[src/rtl/spi_adc_responder_pkg.sv]
// Shared servo-link constants and the ADC responder state encoding.
//
// Contents:
//   ADC_DATA_W, ADC_LEAD_ZEROS, FRAME_W : frame geometry shared with the SPI master
//   adc_state_e                         : responder FSM state encoding
package spi_adc_responder_pkg;

  // Frame geometry the master and the responder agree on.
  localparam int unsigned ADC_DATA_W     = 12;
  localparam int unsigned ADC_LEAD_ZEROS = 4;
  localparam int unsigned FRAME_W        = ADC_LEAD_ZEROS + ADC_DATA_W;

  // Master-side timing minimum, in system clock periods, for a given synchronizer depth.
  localparam int unsigned SCK_MIN_HALF_EXTRA = 3;

  typedef enum logic [1:0] {
    StIdle   = 2'd0,
    StLoad   = 2'd1,
    StShift  = 2'd2,
    StWaitHi = 2'd3
  } adc_state_e;

endpackage

[src/rtl/spi_adc_responder_sync_edge.sv]
// Synchronizer plus edge detector for one asynchronous input.
//
// Ports:
//   clock  in  system clock
//   reset  in  synchronous active-high reset
//   din    in  asynchronous input pin
//   level  out synchronized level, time-aligned with rise/fall
//   rise   out one-cycle pulse on a synchronized rising edge (registered)
//   fall   out one-cycle pulse on a synchronized falling edge (registered)
//
// rise/fall appear STAGES+1 cycles after the pin edge.
module spi_adc_responder_sync_edge #(
  parameter int unsigned STAGES    = 2,
  parameter logic        RESET_VAL = 1'b0
) (
  input  logic clock,
  input  logic reset,
  input  logic din,
  output logic level,
  output logic rise,
  output logic fall
);

  logic [STAGES-1:0] sync_q;
  logic              hist_q;
  logic              rise_q;
  logic              fall_q;
  logic              sync_out;

  assign sync_out = sync_q[STAGES-1];

  always_ff @(posedge clock) begin
    if (reset) begin
      sync_q <= {STAGES{RESET_VAL}};
      hist_q <= RESET_VAL;
      rise_q <= 1'b0;
      fall_q <= 1'b0;
    end else begin
      sync_q <= {sync_q[STAGES-2:0], din};
      hist_q <= sync_out;
      rise_q <= sync_out & ~hist_q;
      fall_q <= ~sync_out & hist_q;
    end
  end

  // hist_q updates on the same edge as rise_q/fall_q, so it is the level matching the pulses.
  assign level = hist_q;
  assign rise  = rise_q;
  assign fall  = fall_q;

endmodule

[src/rtl/spi_adc_responder.sv]
// SPI responder acting as the ADC on the servo feedback link.
// Each frame shifts out LEAD_ZEROS zero bits then a DATA_W-bit sample, MSB first;
// miso changes after synchronized sck falling edges so the master samples on sck rise.
//
// Ports:
//   clock        in  system clock
//   reset        in  synchronous active-high reset
//   cs_n         in  chip select, active low, asynchronous
//   sck          in  serial clock, idle low, asynchronous
//   sample       in  value to transmit, captured at frame start
//   miso         out serial data to the master
//   busy         out high from frame start until cs_n is seen high again
//   frame_done   out one-cycle pulse after the last bit has been shifted
//   sample_taken out one-cycle pulse when sample is captured
module spi_adc_responder
  import spi_adc_responder_pkg::*;
#(
  parameter int unsigned DATA_W      = ADC_DATA_W,
  parameter int unsigned LEAD_ZEROS  = ADC_LEAD_ZEROS,
  parameter int unsigned SYNC_STAGES = 2
) (
  input  logic              clock,
  input  logic              reset,
  input  logic              cs_n,
  input  logic              sck,
  input  logic [DATA_W-1:0] sample,
  output logic              miso,
  output logic              busy,
  output logic              frame_done,
  output logic              sample_taken
);

  localparam int unsigned FrameLen  = LEAD_ZEROS + DATA_W;
  localparam int unsigned CntW      = $clog2(FrameLen);
  localparam int unsigned SettleCnt = SYNC_STAGES + 2;

  logic cs_level, cs_rise, cs_fall;
  logic sck_level, sck_rise, sck_fall;
  logic unused_sync;

  spi_adc_responder_sync_edge #(
    .STAGES   (SYNC_STAGES),
    .RESET_VAL(1'b1)
  ) u_cs_sync_edge (
    .clock(clock),
    .reset(reset),
    .din  (cs_n),
    .level(cs_level),
    .rise (cs_rise),
    .fall (cs_fall)
  );

  spi_adc_responder_sync_edge #(
    .STAGES   (SYNC_STAGES),
    .RESET_VAL(1'b0)
  ) u_sck_sync_edge (
    .clock(clock),
    .reset(reset),
    .din  (sck),
    .level(sck_level),
    .rise (sck_rise),
    .fall (sck_fall)
  );

  // Master samples on sck rise; nothing here reacts to it. Exits key off the cs level.
  assign unused_sync = sck_level ^ sck_rise ^ cs_rise;

  adc_state_e           state_q, state_d;
  logic [FrameLen-1:0]  shreg_q, shreg_d;
  logic [CntW-1:0]      cnt_q, cnt_d;
  logic                 miso_q, miso_d;
  logic                 busy_q, busy_d;
  logic                 done_q, done_d;
  logic                 taken_q, taken_d;
  logic [2:0]           settle_q, settle_d;
  logic                 armed_q, armed_d;

  // The synchronizers reset to cs_n=1, so a cs_n pin held low through reset would look like a
  // fresh falling edge. Frames are only accepted once cs_n has really been seen high after the
  // synchronizer has flushed its reset value.
  always_comb begin
    settle_d = settle_q;
    if (settle_q != 3'(SettleCnt)) begin
      settle_d = settle_q + 3'd1;
    end
    armed_d = armed_q | ((settle_q == 3'(SettleCnt)) & cs_level);
  end

  always_comb begin
    state_d = state_q;
    shreg_d = shreg_q;
    cnt_d   = cnt_q;
    miso_d  = 1'b0;
    busy_d  = busy_q;
    done_d  = 1'b0;
    taken_d = 1'b0;

    unique case (state_q)
      StIdle: begin
        busy_d = 1'b0;
        if (cs_fall && armed_q) begin
          state_d = StLoad;
          shreg_d = {{LEAD_ZEROS{1'b0}}, sample};
          cnt_d   = CntW'(FrameLen - 1);
          taken_d = 1'b1;
          busy_d  = 1'b1;
          miso_d  = shreg_d[FrameLen-1];
        end
      end

      StLoad: begin
        if (cs_level) begin
          state_d = StIdle;
          busy_d  = 1'b0;
        end else begin
          state_d = StShift;
          miso_d  = shreg_q[FrameLen-1];
        end
      end

      StShift: begin
        // Abort is checked first so it wins over a coincident sck fall.
        if (cs_level) begin
          state_d = StIdle;
          busy_d  = 1'b0;
        end else if (sck_fall) begin
          shreg_d = {shreg_q[FrameLen-2:0], 1'b0};
          if (cnt_q == '0) begin
            done_d  = 1'b1;
            state_d = StWaitHi;
          end else begin
            cnt_d  = cnt_q - 1'b1;
            miso_d = shreg_d[FrameLen-1];
          end
        end else begin
          miso_d = shreg_q[FrameLen-1];
        end
      end

      StWaitHi: begin
        if (cs_level) begin
          state_d = StIdle;
          busy_d  = 1'b0;
        end
      end

      default: begin
        state_d = StIdle;
        busy_d  = 1'b0;
      end
    endcase
  end

  always_ff @(posedge clock) begin
    if (reset) begin
      state_q  <= StIdle;
      shreg_q  <= '0;
      cnt_q    <= '0;
      miso_q   <= 1'b0;
      busy_q   <= 1'b0;
      done_q   <= 1'b0;
      taken_q  <= 1'b0;
      settle_q <= '0;
      armed_q  <= 1'b0;
    end else begin
      state_q  <= state_d;
      shreg_q  <= shreg_d;
      cnt_q    <= cnt_d;
      miso_q   <= miso_d;
      busy_q   <= busy_d;
      done_q   <= done_d;
      taken_q  <= taken_d;
      settle_q <= settle_d;
      armed_q  <= armed_d;
    end
  end

  assign miso         = miso_q;
  assign busy         = busy_q;
  assign frame_done   = done_q;
  assign sample_taken = taken_q;

endmodule

[config.mk]
export PLATFORM = sky130hd
export DESIGN_NAME = spi_adc_responder
export DESIGN_NICKNAME = d
export VERILOG_FILES = /design/src/rtl/spi_adc_responder_pkg.sv /design/src/rtl/spi_adc_responder_sync_edge.sv /design/src/rtl/spi_adc_responder.sv
export SDC_FILE = /design/constraint.sdc
export NUM_CORES = 1
export LEC_CHECK = 0
export ABC_AREA = 1
export ABC_CLOCK_PERIOD_IN_PS = 2300
export BUFFER_PORTS_ARGS = -buffer_cell sky130_fd_sc_hd__buf_4
export CORE_ASPECT_RATIO = 1.75
export CORE_UTILIZATION = 30
export CTS_BUF_LIST = sky130_fd_sc_hd__clkbuf_8
export CTS_CLUSTER_DIAMETER = 30
export DETAILED_ROUTE_END_ITERATION = 10
export PLACE_DENSITY_LB_ADDON = 0.08
export SLEW_MARGIN = 0
export SYNTH_ARGS = -nofsm -noshare
export SYNTH_HDL_FRONTEND = slang
export SYNTH_SLANG_ARGS = --single-unit
[constraint.sdc]
create_clock -name clock -period 2.3 [get_ports clock]
set_input_delay 0.115 -clock clock [delete_from_list [all_inputs] [get_ports clock]]
set_output_delay 0.115 -clock clock [all_outputs]
set_load 0.01 [all_outputs]
-- After elaboration in Yosys (flattened, before gate mapping)
Cells that the tools add are included.
- add/subtract/negate cells: 2
- multiply operators: 0
- div/mod/pow operators: 0
- order comparisons: 0
- equal/unequal tests: 13
- shifts and indexed selects: 0
- muxes and demuxes: 25
- bitwise logic cells: 9
- reduce and logical (&&, ||, !) cells: 10
- operators with widths (kind ; count):
    two-way mux 16 bit ; 3
    case mux 16 bit (2 select lines) ; 1
    two-way mux 4 bit ; 4
    two-way mux 2 bit ; 6
    case mux 2 bit (4 select lines) ; 1
    case mux 4 bit (2 select lines) ; 1
    AND reduction 4 bit ; 2
    two-way mux 1 bit ; 7
    != test 2 x 1 -> 1 bit, second input constant ; 3
    != test 2 bit, second input constant ; 3
    inverter 1 bit ; 5
    AND reduction 5 bit ; 1
    == test 2 bit, second input constant ; 2
    zero test 4 bit ; 1
    case mux 1 bit (2 select lines) ; 2
    OR reduction 4 bit ; 1
    subtractor 4 x 1 -> 4 bit, second input constant ; 1
    adder 3 x 1 -> 3 bit, second input constant ; 1
    bitwise AND 1 bit ; 3
    == test 3 bit, second input constant ; 1
    != test 3 x 1 -> 1 bit, second input constant ; 1
    != test 3 x 2 -> 1 bit, second input constant ; 1
    != test 3 bit, second input constant ; 1
    OR reduction 3 bit ; 1
    6 further kinds ; 6
- register bits after elaboration: 38
- latch bits: 0
- RAM bits: 0
- memory bits (read-only): 0
- bits of input ports: 16
- word-level logic and storage cells: 74
- memories: 0

-- Depth between registers and ports, before layout
Gate-level depths: netlist (run 1).
- depth in word-level cells: 5
- mapped depth: 10

-- By module
Synthesis (run 1) repeated with hierarchy kept, for this count alone.
- cells, all modules: 243
- area total of the unflattened synthesis: 1770.4 um2
- by module, submodules not included (module ; times used ; cells each ; area each (um2) ; sequential area each (um2)):
    spi_adc_responder ; 1 ; 214 ; 1491.4 ; 600.6
    spi_adc_responder_sync_edge at u_sck_sync_edge ; 1 ; 15 ; 140.1 ; 100.1
    spi_adc_responder_sync_edge at u_cs_sync_edge ; 1 ; 14 ; 138.9 ; 100.1

-- Worst setup path before layout (run 1)
OpenSTA, ideal clock, no wires.
- kind: register to register
- start point: reg state_q[0]
- end point: reg cnt_q[0]
- setup time: 0.117 ns
- arrival: 1.325 ns
- data required time: 2.183 ns
- path slack: 0.858 ns
- stages on the path, launching flop included: 9
- buffers on the path: 0
- period minus slack after synthesis: 1.442 ns
- cell sequence: dfxtp_1 -> inv_1 -> ha_1 -> nand2_1 -> nand2_2 -> nor2_4 -> nand2_2 -> nor3_1 -> nor2_1
- cells in the longest elaborated chain, start to end: 3
- elaborated cells between the ends (all ways): 9
- classes of those cells: eq/ne: 5; mux: 1; reduce/logical: 3
- ends and longest elaborated chain (element ; RTL line ; source):
    start: declaration ; spi_adc_responder.sv:68 ; adc_state_e state_q, state_d;
    start signal: assignment ; spi_adc_responder.sv:156 ; state_q <= StIdle;
    start signal: assignment ; spi_adc_responder.sv:166 ; state_q <= state_d;
    == test 2 bit / zero test 2 bit (equally long branches) ; spi_adc_responder.sv:98 ; unique case (state_q)
    != test 2 bit (no line), or another cell as far along ; n/a ;
    AND reduction 5 bit (no line) ; n/a ;
    end signal: assignment ; spi_adc_responder.sv:168 ; cnt_q <= cnt_d;
    end: declaration ; spi_adc_responder.sv:70 ; logic [CntW-1:0] cnt_q, cnt_d;
Several ways; a longest one is shown, not always the timed one.
A chain may end at the register's enable or synchronous reset.

-- Worst setup path after layout (run 1)
Ends and elaborated chain as after synthesis.

==> results_tabular.tex, run 1 <==
\begin{tabular}{lr}
\hline
Metric & Value \\
\hline
\multicolumn{2}{l}{\textbf{Outcome}} \\
Run status & complete, no violations \\
\multicolumn{2}{l}{\textbf{Clock network}} \\
Number of setup buffers added after CTS & 0 \\
Deepest level of the CTS H-tree & 2 \\
Clock input transition at the sequential cells of the worst setup and hold paths & roughly 0.07 ns \\
Buffer cell driving the clock tree root & clkbuf\_8 \\
Clock tree from TritonCTS & built \\
Clk sinks & 38 \\
Maximum clock insertion buffer count & 2 \\
Number of CTS-inserted buffers & 5 \\
Later-pin clock latency in the skew report & 0.29 ns \\
Cts hold-fix bufs & 0 \\
Number of resized instances in the post-cts repair step & 0 \\
\multicolumn{2}{l}{\textbf{Global routing}} \\
Maximum number of pins on one net before global-route repair & 22 \\
Overflow left after global routing & 0 \\
First-pass GRT wire length & 6.45 mm \\
Initial antenna violation count & 0 \\
Via count of the first global-routing pass & roughly 1.4k \\
Global-route usage over all layers & 0.146 \\
\multicolumn{2}{l}{\textbf{Cells and area}} \\
Layout cells sized above 1 & 0.150 \\
Area used by sequential logic in the layout & 761 sq um \\
FILL cells & around 650 \\
Post-route insts no fill & 336 \\
Net count of the finished layout & $\sim$280 \\
Area grow syn2layout & 17.4\% \\
Multi-input gate area in the final layout & slightly above 800 sq um \\
\# diodes & 0 \\
\multicolumn{2}{l}{\textbf{Route}} \\
Post-detailed-route wirelength per cell & approximately 11 um \\
Total DRC errors in the routed layout & 0 \\
Number of DRC violations after detailed-routing iteration 0 & 25 \\
Total via count after detailed routing & roughly 1.5k \\
Post-DR vias/cell & between 4 and 5 \\
Total length of routed wires & roughly 3.8 mm \\
Number of search-and-repair iterations in the first detailed-routing pass & 4 \\
Remaining antenna violation count after routing & 0 \\
\multicolumn{2}{l}{\textbf{Setup path}} \\
Maximum fanout encountered on the critical timing path & 16 \\
Cell mode on critical path & nand2\_2 \\
Slowest CP cell & dfxtp\_1 \\
Required arrival time at the worst endpoint & approximately 2.5 ns \\
Number of cell instances on the worst register-to-register path & 8 \\
Setup crit start kind & flip-flop \\
Critical path type & flip-flop to flip-flop \\
Critical Path End Type & flip-flop \\
Delay of the slowest cell on the worst path & about 0.38 ns \\
Critical path data arrival time & about 2.1 ns \\
Crit path cell chain & inv\_1 > ha\_1 > nand2\_1 > nand2\_2 > nor2\_4 > nand2\_2 > nor3\_1 > nor2\_1 \\
\multicolumn{2}{l}{\textbf{Yosys}} \\
Number of storage elements in the synthesis netlist & 38 \\
Synth warnings & 0 \\
Cell count after synthesis & between 200 and 250 \\
Cell type contributing the most total cell area after synthesis & dfxtp\_1 \\
Post-synthesis sequential area ratio & 0.444 \\
Post-synth design cell area & $\sim$1700 sq um \\
Proportion of netlist area held by the largest area contributor & 0.444 \\
Average footprint of a synthesized cell & around 7.2 sq um \\
Largest cells by area after synthesis & dfxtp\_1 (44\%), nand2\_1 (15\%), nor2\_1 (9.0\%), ha\_1 (5.8\%), inv\_1 (4.2\%) \\
Unique masters post-synth & 25 \\
Syn\_nets & around 260 \\
\multicolumn{2}{l}{\textbf{Placement}} \\
Half-perimeter wire length of the detailed placement result & between 2 and 3 mm \\
Dpl ws & between 0.3 and 0.4 ns \\
Quantity of I/O buffers inserted on ports & 19 \\
Global placement routability congestion & roughly 0.74 \\
Post-Place Cells & $\sim$330 \\
\multicolumn{2}{l}{\textbf{Run}} \\
Number of maximum-capacitance violations & 0 \\
\multicolumn{2}{l}{\textbf{Timing}} \\
Relative slew slack & 0.558 \\
Fin. Hold Viols & 0 \\
Transition time at the pin with the least slew margin & 0.662 ns \\
Share of the clock period used by the worst path after layout & 0.851 \\
Final setup violating endpoints & 0 \\
Final setup TNS & 0 ns \\
Worst Setup Slack, final & 0.343 ns \\
Achievable frequency & between 500 and 600 MHz \\
RSZ-0062 raised after global routing & no \\
Max-slew violation count & 0 \\
WHS & roughly 0.0099 ns \\
Min Clock Period, post-route & approximately 2.0 ns \\
Final clock skew & 0.0103 ns \\
\multicolumn{2}{l}{\textbf{Power and ir drop}} \\
Power density normalized to cell area & between 1000 and 1500 nW/um\^{}2 \\
Peak supply drop & roughly 500 uV \\
Total power & 2.31 mW \\
Leakage power figure & between 0.9 and 1 nW \\
\multicolumn{2}{l}{\textbf{Floorplan}} \\
Die Outline Area & $\sim$6000 sq um \\
Placement row count & 36 \\
Initial core utilization & 0.309 \\
Y dimension of the die & just over 100 um \\
Core Area & 5540 sq um \\
Width of the die & $\sim$60 um \\
Number of top-level design ports & 20 \\
\multicolumn{2}{l}{\textbf{Hold path}} \\
Hold Crit Depth & 2 \\
Path type of the worst min-delay path & input port to flip-flop \\
\hline
\end{tabular}
worst max-delay path: cells and delay by family (launching register included):
family	cells	cell delay, ns
flops	1	0.38
simple gates	6	0.99
buf+inv	1	0.10
fa+ha+maj	1	0.38
area by class of cell:
type / instances / area share
Sequential cell: 38 / 0.379
Tap cell: 76 / 0.0473
Timing Repair Buffer: 22 / 0.0822
Clock buffer: 6 / 0.0411
Multi-Input combinational cell: 172 / 0.409
Inverter: 20 / 0.0374
Clock inverter: 2 / 0.00436
kinds of logic after synthesis:
family	Yosys count	synth area share
simple gates	134	0.329
flops	38	0.444
compound gates	29	0.0877
buf+inv	29	0.0753
fa+ha+maj	8	0.0585
xor+xnor	1	0.00512
Yosys cell counts:
cell,count
nand3b_1,1
nor4_1,1
buf_4,3
nor3_1,2
inv_1,19
dfxtp_1,38
nor2_4,1
inv_2,1
o211ai_1,1
o21ai_1,1
or2_2,3
nand4_1,2
xnor2_1,1
ha_1,8
buf_6,1
a21oi_1,12
o21ai_0,14
clkbuf_1,4
nand3_2,2
o21a_1,1
buf_2,1
nand2_2,3
nand2_1,69
nor2_1,41
nand3_1,9
where the power goes:
part	switching (mW)	internal [mW]	leakage, nW
clock network	0.224	0.237	0.0524
registers	0.102	0.833	0.311
logic	0.590	0.320	0.587
path summary, 6_finish.rpt:
check                                        from                              endpoint  slack [ns]
max                       state_q[0]$_SDFFE_PP0P_                 cnt_q[0]$_SDFFE_PP0P_        0.34
min                                          cs_n   u_cs_sync_edge.sync_q[0]$_SDFF_PP1_        0.01
max reg2reg               state_q[0]$_SDFFE_PP0P_                 cnt_q[0]$_SDFFE_PP0P_        0.34
min reg2reg  u_sck_sync_edge.sync_q[0]$_SDFF_PP0_  u_sck_sync_edge.sync_q[1]$_SDFF_PP0_        0.40
per-stage QoR:
| stage | area (sq um) | util |
|---|---|---|
| 2_1_floorplan | 1710 | - |
| 3_3_place_gp | 1920 | 0.346 |
| 3_5_place_dp | 1920 | 0.346 |
| 4_1_cts | 2010 | 0.363 |
| 5_1_grt | 2010 | 0.363 |
| 6_report | 2010 | 0.363 |
placed cells by master (no fill, tap or decap):
| master | count |
|---|---|
| nand4_1 | 2 |
| or2_2 | 3 |
| clkbuf_8 | 6 |
| nand3_1 | 9 |
| nor4_1 | 1 |
| nand2_2 | 3 |
| a21oi_1 | 12 |
| buf_4 | 22 |
| inv_1 | 20 |
| o21ai_0 | 14 |
| nand2_1 | 69 |
| o21a_1 | 1 |
| nor3_1 | 2 |
| inv_2 | 1 |
| ha_1 | 8 |
| dfxtp_1 | 38 |
| nand3_2 | 2 |
| xnor2_1 | 1 |
| nor2_1 | 41 |
| clkinv_2 | 1 |
| nor2_4 | 1 |
| o21ai_1 | 1 |
| o211ai_1 | 1 |
| nand3b_1 | 1 |
sequential cells by signal, summed over array words and instances (netlist names):
| name | cells |
|---|---|
| armed_q | 1 |
| frame_done | 1 |
| settle_q | 3 |
| busy | 1 |
| state_q | 2 |
| u_sck_sync_edge.fall | 1 |
| cnt_q | 4 |
| sample_taken | 1 |
| u_cs_sync_edge.fall | 1 |
| u_sck_sync_edge.sync_q | 2 |
| u_cs_sync_edge.level | 1 |
| u_sck_sync_edge.level | 1 |
| miso | 1 |
| shreg_q | 16 |
| u_cs_sync_edge.sync_q | 2 |
per-layer routing:
layer	vias to the layer above	track usage	share of wire
met4	0	0.0659	0.021
li1	785	-	-
met5	-	0	0
met2	18	0.280	0.53
met3	6	0.0266	0.021
met1	662	0.147	0.42
Power figures use the tool's default switching activity.
==> run 2, diff against run 1 <==
--- a/config.mk
+++ b/config.mk
@@ -10,11 +10,11 @@
 export BUFFER_PORTS_ARGS = -buffer_cell sky130_fd_sc_hd__buf_4
 export CORE_ASPECT_RATIO = 1.75
 export CORE_UTILIZATION = 30
-export CTS_BUF_LIST = sky130_fd_sc_hd__clkbuf_8
+export CTS_BUF_LIST = sky130_fd_sc_hd__clkbuf_16
 export CTS_CLUSTER_DIAMETER = 30
 export DETAILED_ROUTE_END_ITERATION = 10
 export PLACE_DENSITY_LB_ADDON = 0.08
-export SLEW_MARGIN = 0
+export SLEW_MARGIN = 10
 export SYNTH_ARGS = -nofsm -noshare
 export SYNTH_HDL_FRONTEND = slang
 export SYNTH_SLANG_ARGS = --single-unit
==> run 2 against run 1 <==
  * Clock skew shrank 0.0038 ns
  * Critical endpoint unchanged
  * Sequential power about the same
  * Largest power group unchanged
  * Critical path depth is the same
  * Sequential share of layout area shrank 0.85 points
  * Via count increased by 0.41%
  * Setup slack improved by 0.0017 ns
  * Highest routed layer unchanged
  * Worst hold slack gained 0.013 ns
  * Sequential cell count is the same
  * Maximum frequency barely moved
==> results_tabular.tex, run 2 (same netlist as run 1, synthesis figures left out) <==
\begin{tabular}{lr}
\hline
Metric & Value \\
\hline
\multicolumn{2}{l}{\textbf{Placement}} \\
Post-Place Cells & 328 \\
Global placement routability congestion & $\sim$0.74 \\
Half-perimeter wire length of the detailed placement result & between 2 and 3 mm \\
Quantity of I/O buffers inserted on ports & 19 \\
Dpl ws & between 0.3 and 0.4 ns \\
Standard cell area after detailed placement & $\sim$1900 sq um \\
\multicolumn{2}{l}{\textbf{Cells and area}} \\
Registers with the most flip-flops & shreg\_q (16), cnt\_q (4), settle\_q (3) \\
Area grow syn2layout & 20.1\% \\
Post-route insts no fill & between 300 and 400 \\
Register with the highest flop count & shreg\_q \\
Number of flip-flops under the largest register name & 16 \\
\# diodes & 0 \\
FILL cells & between 600 and 700 \\
Commonest non-fill, non-tap cells in the layout & nand2\_1 (69), nor2\_1 (41), dfxtp\_1 (38) \\
Most common library cell in the layout ignoring fill and taps & nand2\_1 \\
Area of all placed cells without fillers & between 2000 and 2500 sq um \\
Net count of the finished layout & $\sim$280 \\
Layout cells sized above 1 & 0.146 \\
\multicolumn{2}{l}{\textbf{Setup path}} \\
Start of the worst register-to-register path & state\_q[0]\$\_SDFFE\_PP0P\_ \\
Gate family responsible for the most delay along the worst path & simple AND/OR/NAND/NOR gates \\
Maximum fanout encountered on the critical timing path & 16 \\
Critical path type & flip-flop to flip-flop \\
WP depth & 8 \\
Crit path cell chain & inv\_1 > ha\_1 > nand2\_1 > nand2\_2 > nor2\_4 > nand2\_2 > nor3\_1 > nor2\_1 \\
Buffer and inverter count on the worst path & 1 \\
Critical path data arrival time & $\sim$2.1 ns \\
Delay of the slowest cell on the worst path & approximately 0.38 ns \\
Slowest CP cell & ha\_1 \\
Required arrival time at the worst endpoint & between 2 and 2.5 ns \\
Setup crit start kind & flip-flop \\
Critical Path End Type & flip-flop \\
Cell mode on critical path & nand2\_2 \\
Critical Path Start & state\_q[0]\$\_SDFFE\_PP0P\_ \\
Number of cell instances on the worst register-to-register path & 8 \\
\multicolumn{2}{l}{\textbf{Route}} \\
Post-detailed-route wirelength per cell & 11.3 um \\
Post-DR vias/cell & 4.40 \\
Total via count after detailed routing & $\sim$1.5k \\
Number of search-and-repair iterations in the first detailed-routing pass & 4 \\
Remaining antenna violation count after routing & 0 \\
Number of DRC violations after detailed-routing iteration 0 & 29 \\
Total length of routed wires & approximately 3.8 mm \\
Total DRC errors in the routed layout & 0 \\
\multicolumn{2}{l}{\textbf{Clock network}} \\
Clk sinks & 38 \\
Number of resized instances in the post-cts repair step & 0 \\
Cts hold-fix bufs & 0 \\
Maximum clock insertion buffer count & 2 \\
Later-pin clock latency in the skew report & 0.27 ns \\
Number of setup buffers added after CTS & 0 \\
Clock input transition at the sequential cells of the worst setup and hold paths & roughly 0.060 ns \\
Clock tree from TritonCTS & built \\
Deepest level of the CTS H-tree & 2 \\
Number of CTS-inserted buffers & 5 \\
Buffer cell driving the clock tree root & clkbuf\_16 \\
\multicolumn{2}{l}{\textbf{Floorplan}} \\
Width of the die & $\sim$59 um \\
Placement row count & 36 \\
Die Outline Area & between 6000 and 7000 sq um \\
Number of top-level design ports & 20 \\
Initial core utilization & 0.309 \\
Core Area & between 5000 and 6000 sq um \\
Y dimension of the die & $\sim$100 um \\
\multicolumn{2}{l}{\textbf{Timing}} \\
Final setup violating endpoints & 0 \\
Share of the clock period used by the worst path after layout & 0.850 \\
Final clock skew & 0.00648 ns \\
Min Clock Period, post-route & $\sim$2.0 ns \\
Max-slew violation count & 0 \\
Fin. Hold Viols & 0 \\
Transition time at the pin with the least slew margin & 0.663 ns \\
RSZ-0062 raised after global routing & no \\
Worst Setup Slack, final & 0.345 ns \\
Achievable frequency & roughly 500 MHz \\
Relative slew slack & 0.557 \\
Final setup TNS & 0 ns \\
\multicolumn{2}{l}{\textbf{Global routing}} \\
Overflow left after global routing & 0 \\
Via count of the first global-routing pass & 1407 \\
Maximum number of pins on one net before global-route repair & 22 \\
Global-route usage over all layers & 0.146 \\
Initial antenna violation count & 0 \\
First-pass GRT wire length & around 6.5 mm \\
\multicolumn{2}{l}{\textbf{Outcome}} \\
Run status & complete, no violations \\
\multicolumn{2}{l}{\textbf{Hold path}} \\
Hold Crit Depth & 2 \\
Worst Hold Launch & cs\_n \\
Path type of the worst min-delay path & input port to flip-flop \\
\multicolumn{2}{l}{\textbf{Power and ir drop}} \\
Power density normalized to cell area & 1210 nW/um\^{}2 \\
Peak supply drop & 510 uV \\
Leakage power figure & 0.970 nW \\
\multicolumn{2}{l}{\textbf{Run}} \\
Number of maximum-capacitance violations & 0 \\
\hline
\end{tabular}
[run 2: cell types whose count changed in the layout (fill, tap and decap cells not counted), sizes merged]
cell,previous run,this run
clkbuf,6,5
clkinv,1,2
[run 2: layout make-up]
class	count	area, sq um	share of cell area
inverters	20	75.1	0.0365
flip-flops and latches	38	761	0.370
multi-input cells	172	822	0.400
clock buffers	5	125	0.0609
repair buffers	22	165	0.0803
well taps	76	95.1	0.0463
clock inverters	3	12.5	0.00609
[run 2: worst paths after layout]
| check | end | slack (ns) |
|---|---|---|
| max | cnt_q[0]$_SDFFE_PP0P_ | 0.34 |
| min | u_cs_sync_edge.sync_q[0]$_SDFF_PP1_ | 0.02 |
| max reg2reg | cnt_q[0]$_SDFFE_PP0P_ | 0.34 |
| min reg2reg | u_sck_sync_edge.sync_q[1]$_SDFF_PP0_ | 0.40 |
[run 2: power by group]
group | leakage (nW) | internal [mW] | switching [mW]
sequential | 0.311 | 0.834 | 0.102
combinational | 0.587 | 0.320 | 0.591
clock | 0.0724 | 0.391 | 0.243
total | 0.970 | 1.55 | 0.936
[run 2: layer usage]
layer | track usage | share of wire
met1 | 0.147 | 0.43
met2 | 0.280 | 0.53
met3 | 0.0266 | 0.022
met4 | 0.0659 | 0.017
met5 | 0 | 0
[run 2: through the flow]
step                      power [mW]  hold WS (ns)  utilization
after floorplan                 1.66         0.219            -
after global placement          1.88         0.300        0.346
after detailed placement        1.87         0.306        0.346
after CTS                       2.53        0.0205        0.371
after global routing            2.73        0.0228        0.371
final                           2.48        0.0231        0.371
==> run 3, diff against run 2 <==
--- a/config.mk
+++ b/config.mk
@@ -9,9 +9,10 @@
 export ABC_CLOCK_PERIOD_IN_PS = 2300
 export BUFFER_PORTS_ARGS = -buffer_cell sky130_fd_sc_hd__buf_4
 export CORE_ASPECT_RATIO = 1.75
-export CORE_UTILIZATION = 30
+export CORE_UTILIZATION = 53
 export CTS_BUF_LIST = sky130_fd_sc_hd__clkbuf_16
 export CTS_CLUSTER_DIAMETER = 30
+export CTS_CLUSTER_SIZE = 14
 export DETAILED_ROUTE_END_ITERATION = 10
 export PLACE_DENSITY_LB_ADDON = 0.08
 export SLEW_MARGIN = 10
==> run 3 against run 2 <==
  * Global-route usage up 7.8 points
  * Cell count fell by 9.8%
  * Largest cell class unchanged
  * Cell area is 0.49% higher
  * Via count up 1.9%
  * Clock power is 37% higher
  * Largest power group unchanged
  * Total power increased by 9.2%
  * Combinational power shrank 1%
  * Routed wire length down 12%
==> results_tabular.tex, run 3 (same netlist as run 1, synthesis figures left out) <==
\begin{tabular}{lr}
\hline
Metric & Value \\
\hline
\multicolumn{2}{l}{\textbf{Setup path}} \\
Gate family responsible for the most delay along the worst path & simple AND/OR/NAND/NOR gates \\
Crit path cell chain & inv\_1 > ha\_1 > buf\_4 > inv\_2 > nand2\_1 > nand2\_1 > nand3\_2 > nor2\_1 > nand2\_1 > a21oi\_1 \\
Required arrival time at the worst endpoint & between 2 and 3 ns \\
Critical Path End Type & flip-flop \\
Delay of the slowest cell on the worst path & roughly 0.39 ns \\
Maximum fanout encountered on the critical timing path & 17 \\
Cell mode on critical path & nand2\_1 \\
Slowest CP cell & ha\_1 \\
Setup crit start kind & flip-flop \\
Buffer and inverter count on the worst path & 3 \\
Critical path type & flip-flop to flip-flop \\
Critical path data arrival time & $\sim$2.2 ns \\
\multicolumn{2}{l}{\textbf{Power and ir drop}} \\
Total power & roughly 2.7 mW \\
Power density normalized to cell area & approximately 1300 nW/um\^{}2 \\
Leakage power figure & between 0.9 and 1 nW \\
Peak supply drop & 923 uV \\
\multicolumn{2}{l}{\textbf{Global routing}} \\
Overflow left after global routing & 0 \\
Maximum number of pins on one net before global-route repair & 22 \\
Global-route usage over all layers & 0.224 \\
First-pass GRT wire length & between 5 and 6 mm \\
Via count of the first global-routing pass & $\sim$1.4k \\
Initial antenna violation count & 0 \\
\multicolumn{2}{l}{\textbf{Clock network}} \\
Number of setup buffers added after CTS & 0 \\
Number of resized instances in the post-cts repair step & 0 \\
Later-pin clock latency in the skew report & roughly 0.28 ns \\
Cts hold-fix bufs & 0 \\
Deepest level of the CTS H-tree & 2 \\
Buffer cell driving the clock tree root & clkbuf\_16 \\
Maximum clock insertion buffer count & 2 \\
Clk sinks & 38 \\
Clock tree from TritonCTS & built \\
Clock input transition at the sequential cells of the worst setup and hold paths & 0.05 ns \\
Number of CTS-inserted buffers & 5 \\
\multicolumn{2}{l}{\textbf{Run}} \\
Number of maximum-capacitance violations & 0 \\
\multicolumn{2}{l}{\textbf{Floorplan}} \\
Y dimension of the die & around 77 um \\
Die Outline Area & around 3500 sq um \\
Width of the die & 45.0 um \\
Number of top-level design ports & 20 \\
Placement row count & 27 \\
Initial core utilization & 0.551 \\
Core Area & roughly 3100 sq um \\
\multicolumn{2}{l}{\textbf{Placement}} \\
Post-Place Cells & $\sim$300 \\
Global placement routability congestion & between 0.8 and 0.9 \\
Standard cell area after detailed placement & around 1900 sq um \\
Half-perimeter wire length of the detailed placement result & between 2 and 2.5 mm \\
Quantity of I/O buffers inserted on ports & 19 \\
\multicolumn{2}{l}{\textbf{Timing}} \\
Fin. Hold Viols & 0 \\
Transition time at the pin with the least slew margin & 0.604 ns \\
Final setup violating endpoints & 0 \\
Share of the clock period used by the worst path after layout & 0.867 \\
Min Clock Period, post-route & 1.99 ns \\
Max-slew violation count & 0 \\
Final setup TNS & 0 ns \\
Final clock skew & approximately 0.0026 ns \\
Achievable frequency & about 500 MHz \\
Relative slew slack & 0.597 \\
RSZ-0062 raised after global routing & no \\
\multicolumn{2}{l}{\textbf{Route}} \\
Total DRC errors in the routed layout & 0 \\
Number of search-and-repair iterations in the first detailed-routing pass & 4 \\
Post-DR vias/cell & just under 5 \\
Number of DRC violations after detailed-routing iteration 0 & 80 \\
Total via count after detailed routing & about 1.5k \\
Remaining antenna violation count after routing & 0 \\
Total length of routed wires & 3.32 mm \\
Post-detailed-route wirelength per cell & 10.9 um \\
\multicolumn{2}{l}{\textbf{Hold path}} \\
Path type of the worst min-delay path & input port to flip-flop \\
\multicolumn{2}{l}{\textbf{Cells and area}} \\
Number of flip-flops under the largest register name & 16 \\
Net count of the finished layout & between 200 and 300 \\
Layout cells sized above 1 & 0.150 \\
Commonest non-fill, non-tap cells in the layout & nand2\_1 (69), nor2\_1 (41), dfxtp\_1 (38) \\
Register with the highest flop count & shreg\_q \\
Most common library cell in the layout ignoring fill and taps & nand2\_1 \\
FILL cells & a little under 300 \\
Final design utilization & 0.665 \\
Post-route insts no fill & between 300 and 400 \\
\# diodes & 0 \\
Area of all placed cells without fillers & around 2100 sq um \\
Registers with the most flip-flops & shreg\_q (16), cnt\_q (4), settle\_q (3) \\
Area grow syn2layout & 20.7\% \\
\multicolumn{2}{l}{\textbf{Outcome}} \\
Run status & complete, no violations \\
\hline
\end{tabular}
## run 3: cell types whose count changed in the layout (fill, tap and decap cells not counted), sizes merged
cell	previous run	this run
bufinv	0	2
inv	21	20
clkinv	2	1
## run 3: layout make-up
cell class	instances	area, sq um	area share
sequential	38	761	0.368
multi-input combinational	172	822	0.398
clock buffer	5	125	0.0606
tap	43	53.8	0.0260
clock inverter	3	63.8	0.0309
timing repair buffer	22	165	0.0800
inverter	20	75.1	0.0363
## run 3: where the power goes
part	leakage [nW]	internal [mW]	total [mW]	switching, mW
clock network	0.0915	0.617	0.871	0.254
logic	0.587	0.322	0.899	0.577
registers	0.311	0.834	0.938	0.105
total	0.989	1.77	2.71	0.935
## run 3: routing by layer
metal,global-route usage,up-vias,routed length [um]
li1,-,785,-
met1,0.229,683,1360
met2,0.390,31,1760
met3,0.0635,6,115
met4,0.109,0,81
met5,0,-,0
## run 3: metrics by stage
stage / hold WS, ns / worst slack (ns)
2_1_floorplan: 0.219 / 0.858
3_3_place_gp: 0.299 / 0.362
3_5_place_dp: 0.304 / 0.307
4_1_cts: 0.0131 / 0.285
5_1_grt: 0.0202 / 0.0610
6_report: 0.0196 / 0.307
## run 3: final timing paths
| kind | startpoint | to | slack (ns) | cells past startpoint |
|---|---|---|---|---|
| worst max-delay path | state_q[0]$_SDFFE_PP0P_ | cnt_q[3]$_SDFFE_PP0P_ | 0.31 | 10 |
| worst min-delay path | cs_n | u_cs_sync_edge.sync_q[0]$_SDFF_PP1_ | 0.02 | 2 |
| worst max register to register | state_q[0]$_SDFFE_PP0P_ | cnt_q[3]$_SDFFE_PP0P_ | 0.31 | 10 |
| worst min register to register | u_cs_sync_edge.sync_q[0]$_SDFF_PP1_ | u_cs_sync_edge.sync_q[1]$_SDFF_PP1_ | 0.41 | 1 |
## run 3: worst register-to-register path: stages (launching register included)
cell	delay (ns)
dfxtp_1	0.38
inv_1	0.09
ha_1	0.39
buf_4	0.26
inv_2	0.06
nand2_1	0.04
nand2_1	0.07
nand3_2	0.28
nor2_1	0.19
nand2_1	0.06
a21oi_1	0.11
